## config.mk

```make
export PLATFORM = sky130hd
export DESIGN_NAME = npu_conv_sequencer
export DESIGN_NICKNAME = d
export VERILOG_FILES = /design/src/rtl/npu_ctrl_pkg.sv /design/src/rtl/npu_seq_counter.sv /design/src/rtl/npu_conv_sequencer.sv
export SDC_FILE = /design/constraint.sdc
export NUM_CORES = 1
export LEC_CHECK = 0
export ABC_AREA = 0
export BUFFER_PORTS_ARGS = -buffer_cell sky130_fd_sc_hd__buf_4
export CAP_MARGIN = 20
export CELL_PAD_IN_SITES_DETAIL_PLACEMENT = 0
export CELL_PAD_IN_SITES_GLOBAL_PLACEMENT = 2
export CORE_ASPECT_RATIO = 1.2
export CORE_MARGIN = 3
export CORE_UTILIZATION = 30
export DETAILED_ROUTE_END_ITERATION = 6
export GPL_ROUTABILITY_DRIVEN = 0
export MAX_ROUTING_LAYER = met4
export PLACE_DENSITY = 0.71
export SETUP_SLACK_MARGIN = 0.15
export SYNTH_ARGS = -nofsm -noshare
export SYNTH_HDL_FRONTEND = slang
export SYNTH_SLANG_ARGS = --single-unit
```

## constraint.sdc

```tcl
create_clock -name clk -period 2.35 [get_ports clk]
set_clock_uncertainty 0.05 [all_clocks]
set_input_delay 0.47 -clock clk [delete_from_list [all_inputs] [get_ports clk]]
set_output_delay 0.47 -clock clk [all_outputs]
set_load 0.01 [all_outputs]
```

## src/rtl/npu_ctrl_pkg.sv

```systemverilog
// Shared types and constants for the NPU convolution window sequencer.
package npu_ctrl_pkg;

    typedef enum logic [2:0] {
        IDLE,
        CLEAR,
        MAC,
        DRAIN,
        DONE
    } seq_state_t;

    localparam int K_SIZE_DEF    = 3;
    localparam int TAPS          = K_SIZE_DEF * K_SIZE_DEF;
    localparam int X_BCAST_BASE  = 0;
    localparam int X_DIRECT_BASE = TAPS;

    localparam logic MODE_MAC = 1'b0;
    localparam logic MODE_ALT = 1'b1;

endpackage

```

## src/rtl/npu_seq_counter.sv

```systemverilog
// Loadable down-counter; expired_o flags terminal count (zero).
module npu_seq_counter #(
    parameter int W = 4
) (
    input  logic         clk,
    input  logic         rst_n,
    input  logic         clr_i,
    input  logic         load_i,
    input  logic [W-1:0] load_val_i,
    input  logic         dec_i,
    output logic         expired_o
);

    logic [W-1:0] cnt_q, cnt_d;

    always_comb begin
        cnt_d = cnt_q;
        if (clr_i) begin
            cnt_d = '0;
        end else if (load_i) begin
            cnt_d = load_val_i;
        end else if (dec_i && (cnt_q != '0)) begin
            cnt_d = cnt_q - W'(1);
        end
    end

    always_ff @(posedge clk or negedge rst_n) begin
        if (!rst_n) begin
            cnt_q <= '0;
        end else begin
            cnt_q <= cnt_d;
        end
    end

    assign expired_o = (cnt_q == '0);

endmodule

```

## src/rtl/npu_conv_sequencer.sv

```systemverilog
// Steps one K_SIZE x K_SIZE convolution window across the PE array.
// IDLE: wait for start | CLEAR: clear accumulators | MAC: one tap per cycle
// DRAIN: let the PE pipeline empty | DONE: one-cycle completion pulse
module npu_conv_sequencer
    import npu_ctrl_pkg::*;
#(
    parameter int N       = 10,
    parameter int K_SIZE  = K_SIZE_DEF,
    parameter int PE_LAT  = 2,
    parameter int W_SEL_W = $clog2(K_SIZE * K_SIZE),
    parameter int X_SEL_W = $clog2(2 * K_SIZE * K_SIZE)
) (
    input  logic               clk,
    input  logic               rst_n,
    input  logic               start_i,
    input  logic [N-1:0]       pe_mask_i,
    input  logic               bcast_i,
    input  logic               clear_i,
    input  logic               mode_i,
    input  logic               abort_i,
    output logic               busy_o,
    output logic               done_o,
    output logic [N-1:0]       pe_en_o,
    output logic [N-1:0]       pe_mode_sel_o,
    output logic [N-1:0]       pe_reg_reset_o,
    output logic [W_SEL_W-1:0] w_sel_o,
    output logic [X_SEL_W-1:0] x_sel_o,
    output logic [W_SEL_W-1:0] tap_o
);

    localparam int TAPS_L = K_SIZE * K_SIZE;
    localparam int DRN_W  = (PE_LAT > 1) ? $clog2(PE_LAT) : 1;
    localparam logic [W_SEL_W-1:0] TAP_LAST = W_SEL_W'(TAPS_L - 1);
    localparam logic [DRN_W-1:0]   DRN_LAST = DRN_W'(PE_LAT - 1);

    seq_state_t state_q, state_d;
    logic [N-1:0] mask_q, mask_d;
    logic         bcast_q, bcast_d;
    logic         mode_q, mode_d;

    logic tap_load, tap_dec, tap_expired;
    logic drn_load, drn_dec, drn_expired;
    logic cnt_clr;

    logic               busy_q, busy_d;
    logic               done_q, done_d;
    logic [N-1:0]       pe_en_q, pe_en_d;
    logic [N-1:0]       mode_sel_q, mode_sel_d;
    logic [N-1:0]       reg_reset_q, reg_reset_d;
    logic [W_SEL_W-1:0] tap_q, tap_d;
    logic [X_SEL_W-1:0] x_sel_q, x_sel_d;

    always_comb begin
        state_d  = state_q;
        mask_d   = mask_q;
        bcast_d  = bcast_q;
        mode_d   = mode_q;
        tap_load = 1'b0;
        tap_dec  = 1'b0;
        drn_load = 1'b0;
        drn_dec  = 1'b0;
        cnt_clr  = 1'b0;
        unique case (state_q)
            IDLE: begin
                if (start_i && !abort_i) begin
                    mask_d  = pe_mask_i;
                    bcast_d = bcast_i;
                    mode_d  = mode_i;
                    if (clear_i) begin
                        state_d = CLEAR;
                    end else begin
                        state_d  = MAC;
                        tap_load = 1'b1;
                    end
                end
            end
            CLEAR: begin
                state_d  = MAC;
                tap_load = 1'b1;
            end
            MAC: begin
                if (tap_expired) begin
                    state_d  = DRAIN;
                    drn_load = 1'b1;
                end else begin
                    tap_dec = 1'b1;
                end
            end
            DRAIN: begin
                if (drn_expired) begin
                    state_d = DONE;
                end else begin
                    drn_dec = 1'b1;
                end
            end
            DONE:    state_d = IDLE;
            default: state_d = IDLE;
        endcase
        // Abort wins over every transition, including the counter updates.
        if ((state_q != IDLE) && abort_i) begin
            state_d = IDLE;
            cnt_clr = 1'b1;
        end
    end

    // Outputs are decoded from the next state so they change on the same edge.
    always_comb begin
        busy_d      = (state_d inside {CLEAR, MAC, DRAIN});
        done_d      = (state_d == DONE);
        pe_en_d     = (state_d == MAC) ? mask_d : '0;
        reg_reset_d = (state_d == CLEAR) ? mask_d : '0;
        mode_sel_d  = busy_d ? ({N{mode_d}} & mask_d) : '0;
        tap_d       = '0;
        x_sel_d     = '0;
        if (state_d == MAC) begin
            tap_d = (state_q == MAC) ? tap_q + W_SEL_W'(1) : '0;
        end else if (state_d == DRAIN) begin
            tap_d = tap_q;
        end
        if (state_d inside {MAC, DRAIN}) begin
            x_sel_d = bcast_d ? X_SEL_W'(X_BCAST_BASE) + X_SEL_W'(tap_d)
                              : X_SEL_W'(TAPS_L) + X_SEL_W'(tap_d);
        end
    end

    npu_seq_counter #(.W(W_SEL_W)) u_tap_cnt (
        .clk        (clk),
        .rst_n      (rst_n),
        .clr_i      (cnt_clr),
        .load_i     (tap_load),
        .load_val_i (TAP_LAST),
        .dec_i      (tap_dec),
        .expired_o  (tap_expired)
    );

    npu_seq_counter #(.W(DRN_W)) u_drn_cnt (
        .clk        (clk),
        .rst_n      (rst_n),
        .clr_i      (cnt_clr),
        .load_i     (drn_load),
        .load_val_i (DRN_LAST),
        .dec_i      (drn_dec),
        .expired_o  (drn_expired)
    );

    always_ff @(posedge clk or negedge rst_n) begin
        if (!rst_n) begin
            state_q     <= IDLE;
            mask_q      <= '0;
            bcast_q     <= 1'b0;
            mode_q      <= 1'b0;
            busy_q      <= 1'b0;
            done_q      <= 1'b0;
            pe_en_q     <= '0;
            mode_sel_q  <= '0;
            reg_reset_q <= '0;
            tap_q       <= '0;
            x_sel_q     <= '0;
        end else begin
            state_q     <= state_d;
            mask_q      <= mask_d;
            bcast_q     <= bcast_d;
            mode_q      <= mode_d;
            busy_q      <= busy_d;
            done_q      <= done_d;
            pe_en_q     <= pe_en_d;
            mode_sel_q  <= mode_sel_d;
            reg_reset_q <= reg_reset_d;
            tap_q       <= tap_d;
            x_sel_q     <= x_sel_d;
        end
    end

    assign busy_o         = busy_q;
    assign done_o         = done_q;
    assign pe_en_o        = pe_en_q;
    assign pe_mode_sel_o  = mode_sel_q;
    assign pe_reg_reset_o = reg_reset_q;
    assign w_sel_o        = tap_q;
    assign tap_o          = tap_q;
    assign x_sel_o        = x_sel_q;

endmodule

```

Word-level counts from Yosys, hierarchy flattened
Cells that the tools add are included.
{ "totals": {"elab_cells": 74, "ff_bits": 61, "out_inout_bits": 45} }
{ "op_classes": {"n_eq_ne": 7, "add_sub_neg": 4, "mux": 36, "n_reduce_logical": 13, "bitwise": 1} }
{ "op_table": {"columns": ["operator", "count"], "rows": [
  ["two-way mux 10 bit", 5],
  ["two-way mux 4 bit", 6],
  ["two-way mux 1 bit", 16],
  ["equality test 3 x 2 -> 1 bit (second input constant)", 4],
  ["two-way mux 3 bit", 4],
  ["case mux 3 bit (4 select lines)", 1],
  ["nonzero test 3 bit", 4],
  ["bitwise AND 10 bit", 1],
  ["two-way mux 5 bit", 2],
  ["equality test 3 x 1 -> 1 bit (second input constant)", 2],
  ["adder 4 x 4 -> 5 bit (first input constant)", 1],
  ["adder 4 x 1 -> 4 bit (second input constant)", 1],
  ["logical AND 1 bit", 4],
  ["zero test 4 bit", 1],
  ["nonzero test 4 bit", 1],
  ["subtractor 4 x 1 -> 4 bit (second input constant)", 1],
  ["equality test 3 bit (second input constant)", 1],
  ["zero test 3 bit", 1],
  ["two-way mux 2 bit", 1],
  ["case mux 1 bit (2 select lines)", 1],
  ["nonzero test 2 bit", 1],
  ["zero test 1 bit", 1],
  ["subtractor 1 bit (second input constant)", 1]
]} }

Depth between registers and ports, before layout
{ "logic_depth": {"word_depth": 11, "ltp_mapped": 10} }

Modules after synthesis
From an unflattened synthesis, not the netlist that was laid out.
{ "unflattened": {"hier_cells": 226, "hier_area_um2": 2543.7} }
{ "by_module_without_submodules": {"columns": ["mod", "area_each_um2", "instances", "seq_area_each_um2", "cells_each"], "rows": [
  ["npu_conv_sequencer", 2198.4, 1, 1401.3, 191],
  ["npu_seq_counter (u_tap_cnt)", 292.8, 1, 100.1, 31],
  ["npu_seq_counter (u_drn_cnt)", 52.6, 1, 25.0, 4]
]} }

Worst setup path before layout
Ideal clock, no wire load.
{ "synth_timing": {"path_type": "register to register", "from": "register u_tap_cnt.cnt_q[0]", "to": "register x_sel_q[2] (netlist: x_sel_o[2])", "path_slack_ns": 0.024, "setup_ns": 0.139, "n_path_buf": 0, "period_less_slack_ns": 2.326, "stages_incl_launch_ff": 11, "t_arrival_ns": 2.137, "path_cell_list": "dfrtp_1 inv_1 ha_1 or4b_1 a21o_1 a31oi_1 and2_1 ha_1 nand2_1 xor2_1 nor2_1"} }
{ "synth_via": {"elab_chain_len": 10, "word_cells_on_any_way": 12, "classes_between": "1 x add/sub; 2 x eq/ne; 7 x mux; 2 x reduce/logical"} }
{ "synth_lines": {"columns": ["item", "line_no", "rtl"], "rows": [
  ["from (decl)", "npu_seq_counter.sv:14", "logic [W-1:0] cnt_q, cnt_d;"],
  ["from (signal assigned)", "npu_seq_counter.sv:31", "cnt_q <= cnt_d;"],
  ["zero test 4 bit *", "npu_seq_counter.sv:35", "assign expired_o = (cnt_q == '0);"],
  ["two-way mux 3 bit *", "npu_conv_sequencer.sv:82", "if (tap_expired) begin"],
  ["case mux 3 bit (4 select lines) *", "npu_conv_sequencer.sv:63", "unique case (state_q)"],
  ["two-way mux 3 bit *", "npu_conv_sequencer.sv:100", "if ((state_q != IDLE) && abort_i) begin"],
  ["equality test 3 x 2 -> 1 bit", "npu_conv_sequencer.sv:117", "end else if (state_d == DRAIN) begin"],
  ["two-way mux 4 bit", "npu_conv_sequencer.sv:117", null],
  ["two-way mux 4 bit *", "npu_conv_sequencer.sv:115", "if (state_d == MAC) begin"],
  ["named net tap_d[0]", "npu_conv_sequencer.sv:50", "logic [W_SEL_W-1:0] tap_q, tap_d;"],
  ["adder 4 x 4 -> 5 bit *", "npu_conv_sequencer.sv:122", ": X_SEL_W'(TAPS_L) + X_SEL_W'(tap_d);"],
  ["two-way mux 5 bit *", "npu_conv_sequencer.sv:121", "x_sel_d = bcast_d ? X_SEL_W'(X_BCAST_BASE) + X_SEL_W'(tap_d)"],
  ["two-way mux 5 bit *", "npu_conv_sequencer.sv:120", "if (state_d inside {MAC, DRAIN}) begin"],
  ["named net x_sel_d[2]", "npu_conv_sequencer.sv:51", "logic [X_SEL_W-1:0] x_sel_q, x_sel_d;"],
  ["to (signal assigned)", "npu_conv_sequencer.sv:170", "x_sel_q <= x_sel_d;"],
  ["to (decl)", "npu_conv_sequencer.sv:51", null]
]} }
The timed path passes the listed nets; every way through them passes the cells marked *.
A chain may end at the register's enable or synchronous reset.

Final worst setup path
{ "layout_timing": {"from": "register u_tap_cnt.cnt_q[1]", "to": "register x_sel_q[2] (netlist: x_sel_o[2])"} }
The elaborated chain is that of the path after synthesis.

==> results summary <==
The pre-CTS setup slack is 0.0740 ns. The die is 88.6 um wide. The later-pin clock latency in the skew report is 0.33 ns. The post-synthesis cell area is 2450 um2. The final HPWL from detailed placement is 4060 um.

The initial antenna violation count is 0. The total via count in the routed design came out at 1802. Excluding fillers, the count of instances in the completed layout stands at 391. The count of input and output buffers is 61. Summed over all layers, the routed wires come to 5780 um.

The min-delay analysis places its worst path in the category in -> async. Tracing the worst setup path back leads to its startpoint at u_tap_cnt.cnt_q[1]. The worst-margin pin slew is 0.758 ns. The total I/O pin count is 62. The global-route usage over all layers came out at 13.8%. The average vias per placed instance is 4.61. STA classifies the critical path endpoint as a flip-flop. The synthesis-to-layout area growth came out at 39.9%. Power spread over the standard cell area amounts to 1240 nW/um2.

In this run the static leakage power is 1.72 nW. The reg2reg setup slack is 0.20 ns. Across the run, the number of max-cap violations was 0. The number of nets handed over by synthesis was 233.

The total instance count after detailed placement is 372. The run finished with clean final reports. Hold timing on the final database bottoms out at a slack of around 0.17 ns. The setup-violating endpoint count in the final report came out at 0. After synthesis, flip-flops and latches occupy 62.2% of the total area. The startpoint of the lowest-slack register-to-register path is u_tap_cnt.cnt_q[1].

The count of unique library cells instantiated by Yosys came out at 43. The final layout contains 315 nets. In this run the number of H-tree levels came out at 3.

The required arrival time at the worst endpoint is 2.53 ns. The largest individual stage delay along the critical path comes from the cell sky130_fd_sc_hd__or4b_4. The vertical die dimension is 105 um. The critical path goes through inv_2, ha_4, or4b_4, a21o_4, a31oi_4, and2_4, ha_4, nand2_2, xor2_1, nor2_1.

In the final timing run, aggregate negative setup slack is 0 ns. Setup repair after global routing could not meet its margin everywhere. The maximum clock path buffer count is 2.

The via count of the first global-routing pass is 1916. The worst-case IR drop observed on VDD is 0.557 mV. The post-cts hold buffer count came out at 0. The endpoint of the lowest-slack register-to-register path is x_sel_o[2]. The overall die area is 9310 um2. The number of standard-cell rows in the floorplan came out at 35. The cell seen most often among critical-path stages is sky130_fd_sc_hd__ha_4. The number of hold violations in the final report is 0. STA classifies the critical path startpoint as a flip-flop. Buffers inserted during clock tree synthesis total 9. The path depth of the worst reg2reg path came out at 10. The share of the cycle needed by the critical path after routing is 91.3%. Setup slack on the critical path of the routed design comes to between 0.2 and 0.25 ns. The routed design could run at a clock period as short as 2.15 ns.

After floorplanning, the core was sized to cover 7840 um2. The total overflow reported by the global router is 0. The share of layout cells above drive strength 1 is about two fifths. The initial standard-cell utilization of the core came out at 31.3%. The first-pass GRT wire length is 9400 um. The synthesized design contains 61 register bits. For this run, the detailed router's first-pass iteration total came to 6. The master cell of the clock root buffer is sky130_fd_sc_hd__clkbuf_8. The pin count of the biggest net entering global routing is 62.

The number of routed nets with antenna violations came out at 0. The post-CTS clock slew at the launch and capture registers of the worst setup and hold paths is 0.07 ns. The number of antenna repair diodes came out at 0. The worst slew margin relative to its limit is 49.5%. Of all nets on the critical path, the largest fanout is 4. The worst path arrival time came out at 2.32 ns. Counting every sink on the clock net gives 61. The number of DRC markers after the initial detailed-route iteration came out at 81. In the final routed layout, each cell accounts on average for approximately 15 um. By startpoint and endpoint, the worst setup path is classified as reg -> reg. The total of warnings raised by yosys is 0. The TritonCTS clock tree is built. The peak per-stage delay on the critical path is ~0.47 ns.

The final count of pins violating max slew is 0. The synthesized instance count is 212. The count of unresolved DRC violations after routing came out at 0. The post-synthesis area per instance is 11.6 um2. The highest clock frequency the design can meet is roughly 0.47 GHz.
-- layout make-up --
cell class | count | area, um2
tap | 92 | 115
clock buffer | 13 | 169
timing repair buffer | 82 | 628
fill | 758 | 4410
clock inverter | 3 | 42.5
sequential | 61 | 1530
inverter | 14 | 52.6
multi-input combinational | 126 | 898
-- synthesized netlist by cell type --
cell / count / share of area, %
sky130_fd_sc_hd__o22ai_1: 2 / 0.51
sky130_fd_sc_hd__nor2_1: 44 / 6.7
sky130_fd_sc_hd__o221ai_1: 1 / 0.36
sky130_fd_sc_hd__dfrtp_1: 61 / 62
sky130_fd_sc_hd__o21ai_0: 1 / 0.20
sky130_fd_sc_hd__or3b_1: 1 / 0.36
sky130_fd_sc_hd__xnor2_1: 3 / 1.1
sky130_fd_sc_hd__ha_1: 4 / 2.0
sky130_fd_sc_hd__nand2_1: 11 / 1.7
sky130_fd_sc_hd__inv_2: 1 / 0.15
sky130_fd_sc_hd__o221ai_2: 1 / 0.61
sky130_fd_sc_hd__a21oi_1: 7 / 1.4
sky130_fd_sc_hd__nand2b_1: 3 / 0.76
sky130_fd_sc_hd__nor2b_1: 1 / 0.26
sky130_fd_sc_hd__buf_4: 4 / 1.2
sky130_fd_sc_hd__clkbuf_1: 4 / 0.61
sky130_fd_sc_hd__a311oi_4: 1 / 1.1
sky130_fd_sc_hd__or4_1: 1 / 0.31
sky130_fd_sc_hd__and3_1: 2 / 0.51
sky130_fd_sc_hd__buf_2: 2 / 0.41
sky130_fd_sc_hd__or3b_4: 1 / 0.46
sky130_fd_sc_hd__mux2_2: 1 / 0.46
sky130_fd_sc_hd__nand3b_1: 1 / 0.31
sky130_fd_sc_hd__or4b_1: 1 / 0.41
sky130_fd_sc_hd__inv_1: 13 / 2.0
sky130_fd_sc_hd__a211oi_1: 2 / 0.61
sky130_fd_sc_hd__and2_1: 2 / 0.51
sky130_fd_sc_hd__a21o_1: 1 / 0.31
sky130_fd_sc_hd__xor2_1: 2 / 0.71
sky130_fd_sc_hd__o31a_1: 1 / 0.36
sky130_fd_sc_hd__buf_6: 1 / 0.46
sky130_fd_sc_hd__and3b_1: 1 / 0.36
sky130_fd_sc_hd__o21a_1: 2 / 0.61
sky130_fd_sc_hd__nor3b_1: 3 / 0.92
sky130_fd_sc_hd__o21ba_2: 1 / 0.41
sky130_fd_sc_hd__and2b_1: 1 / 0.31
sky130_fd_sc_hd__nor3_1: 1 / 0.20
sky130_fd_sc_hd__mux2i_1: 12 / 4.9
sky130_fd_sc_hd__nand3_1: 2 / 0.41
sky130_fd_sc_hd__a41oi_2: 1 / 0.66
sky130_fd_sc_hd__a31oi_1: 3 / 0.76
sky130_fd_sc_hd__nor4b_1: 3 / 1.1
sky130_fd_sc_hd__o21ai_2: 1 / 0.36
-- per-layer routing --
layer | part of all wire (%) | global-route usage (%)
met1 | 44 | 16.5
met2 | 50 | 21.3
met4 | 0.88 | 4.54
met5 | 0 | -
met3 | 5.8 | 5.05
-- cells by family (layout without fill, tap and decap cells) --
logic type / Yosys count / count (layout) / share of synthesized area, %
AO/OA/AOI/OAI: 25 / 25 / 8.26
XOR/XNOR: 5 / 5 / 1.78
adder cells (fa/ha/maj): 4 / 4 / 2.04
buffers and inverters: 25 / 112 / 4.84
flip-flops: 61 / 61 / 62.2
multiplexers: 13 / 13 / 5.35
AND/OR/NAND/NOR: 79 / 79 / 15.5
-- power breakdown --
group | total [mW] | switching, mW | internal [mW]
clock | 0.978 | 0.403 | 0.576
combinational | 1.72 | 0.897 | 0.822
sequential | 1.56 | 0.188 | 1.37
total | 4.26 | 1.49 | 2.77
-- registers in the layout (all words and copies together), names as in the netlist --
signal / cells
bcast_q: 1
busy_o: 1
done_o: 1
mask_q: 10
mode_q: 1
pe_en_o: 10
pe_mode_sel_o: 10
pe_reg_reset_o: 10
state_q: 3
tap_o: 4
u_drn_cnt.cnt_q: 1
u_tap_cnt.cnt_q: 4
x_sel_o: 5
-- placed cells by master, fill, tap and decap left out, types with 3 or more instances in the layout --
master                     instances
sky130_fd_sc_hd__a21oi_1           6
sky130_fd_sc_hd__buf_4            81
sky130_fd_sc_hd__clkbuf_8         12
sky130_fd_sc_hd__dfrtp_1          60
sky130_fd_sc_hd__inv_1            11
sky130_fd_sc_hd__inv_2             3
sky130_fd_sc_hd__mux2i_1           9
sky130_fd_sc_hd__mux2i_2           3
sky130_fd_sc_hd__nand2_1          10
sky130_fd_sc_hd__nand2b_1          3
sky130_fd_sc_hd__nor2_1           44
sky130_fd_sc_hd__nor3b_1           3
sky130_fd_sc_hd__xnor2_1           3
-- worst max-delay path, delay by kind of cell (launching register included) --
kind	cells	cell delay [ns]
compound gates	2	0.39
xor+xnor	1	0.12
fa+ha+maj	2	0.27
buf+inv	1	0.09
flops	1	0.39
simple gates	4	0.74
-- stage by stage --
stage,power (mW),util [%],area (um2)
floorplan,2.47,-,2490
global placement,3.23,40.1,3140
detailed placement,3.22,40.1,3140
CTS,4.29,43.4,3400
global route,4.56,43.8,3430
finish,4.26,43.8,3430
-- worst max path at each step --
stage                       endpoint  cells past startpoint
floorplan                 x_sel_o[2]                     10
global placement    pe_mode_sel_o[2]                      6
detailed placement  pe_mode_sel_o[2]                      6
CTS                       x_sel_o[2]                     10
global route              x_sel_o[2]                     10
finish                    x_sel_o[2]                     10
-- timing repair --
item | in CTS | in global routing
hold endpoints to repair | 0 | 0
setup endpoints to repair | 43 | 43
resized for setup | 6 | 8
pin swaps | 2 | 1
setup buffers | 2 | 1
cloned | 0 | 0
Note: power is estimated with default switching activity, not from simulation.
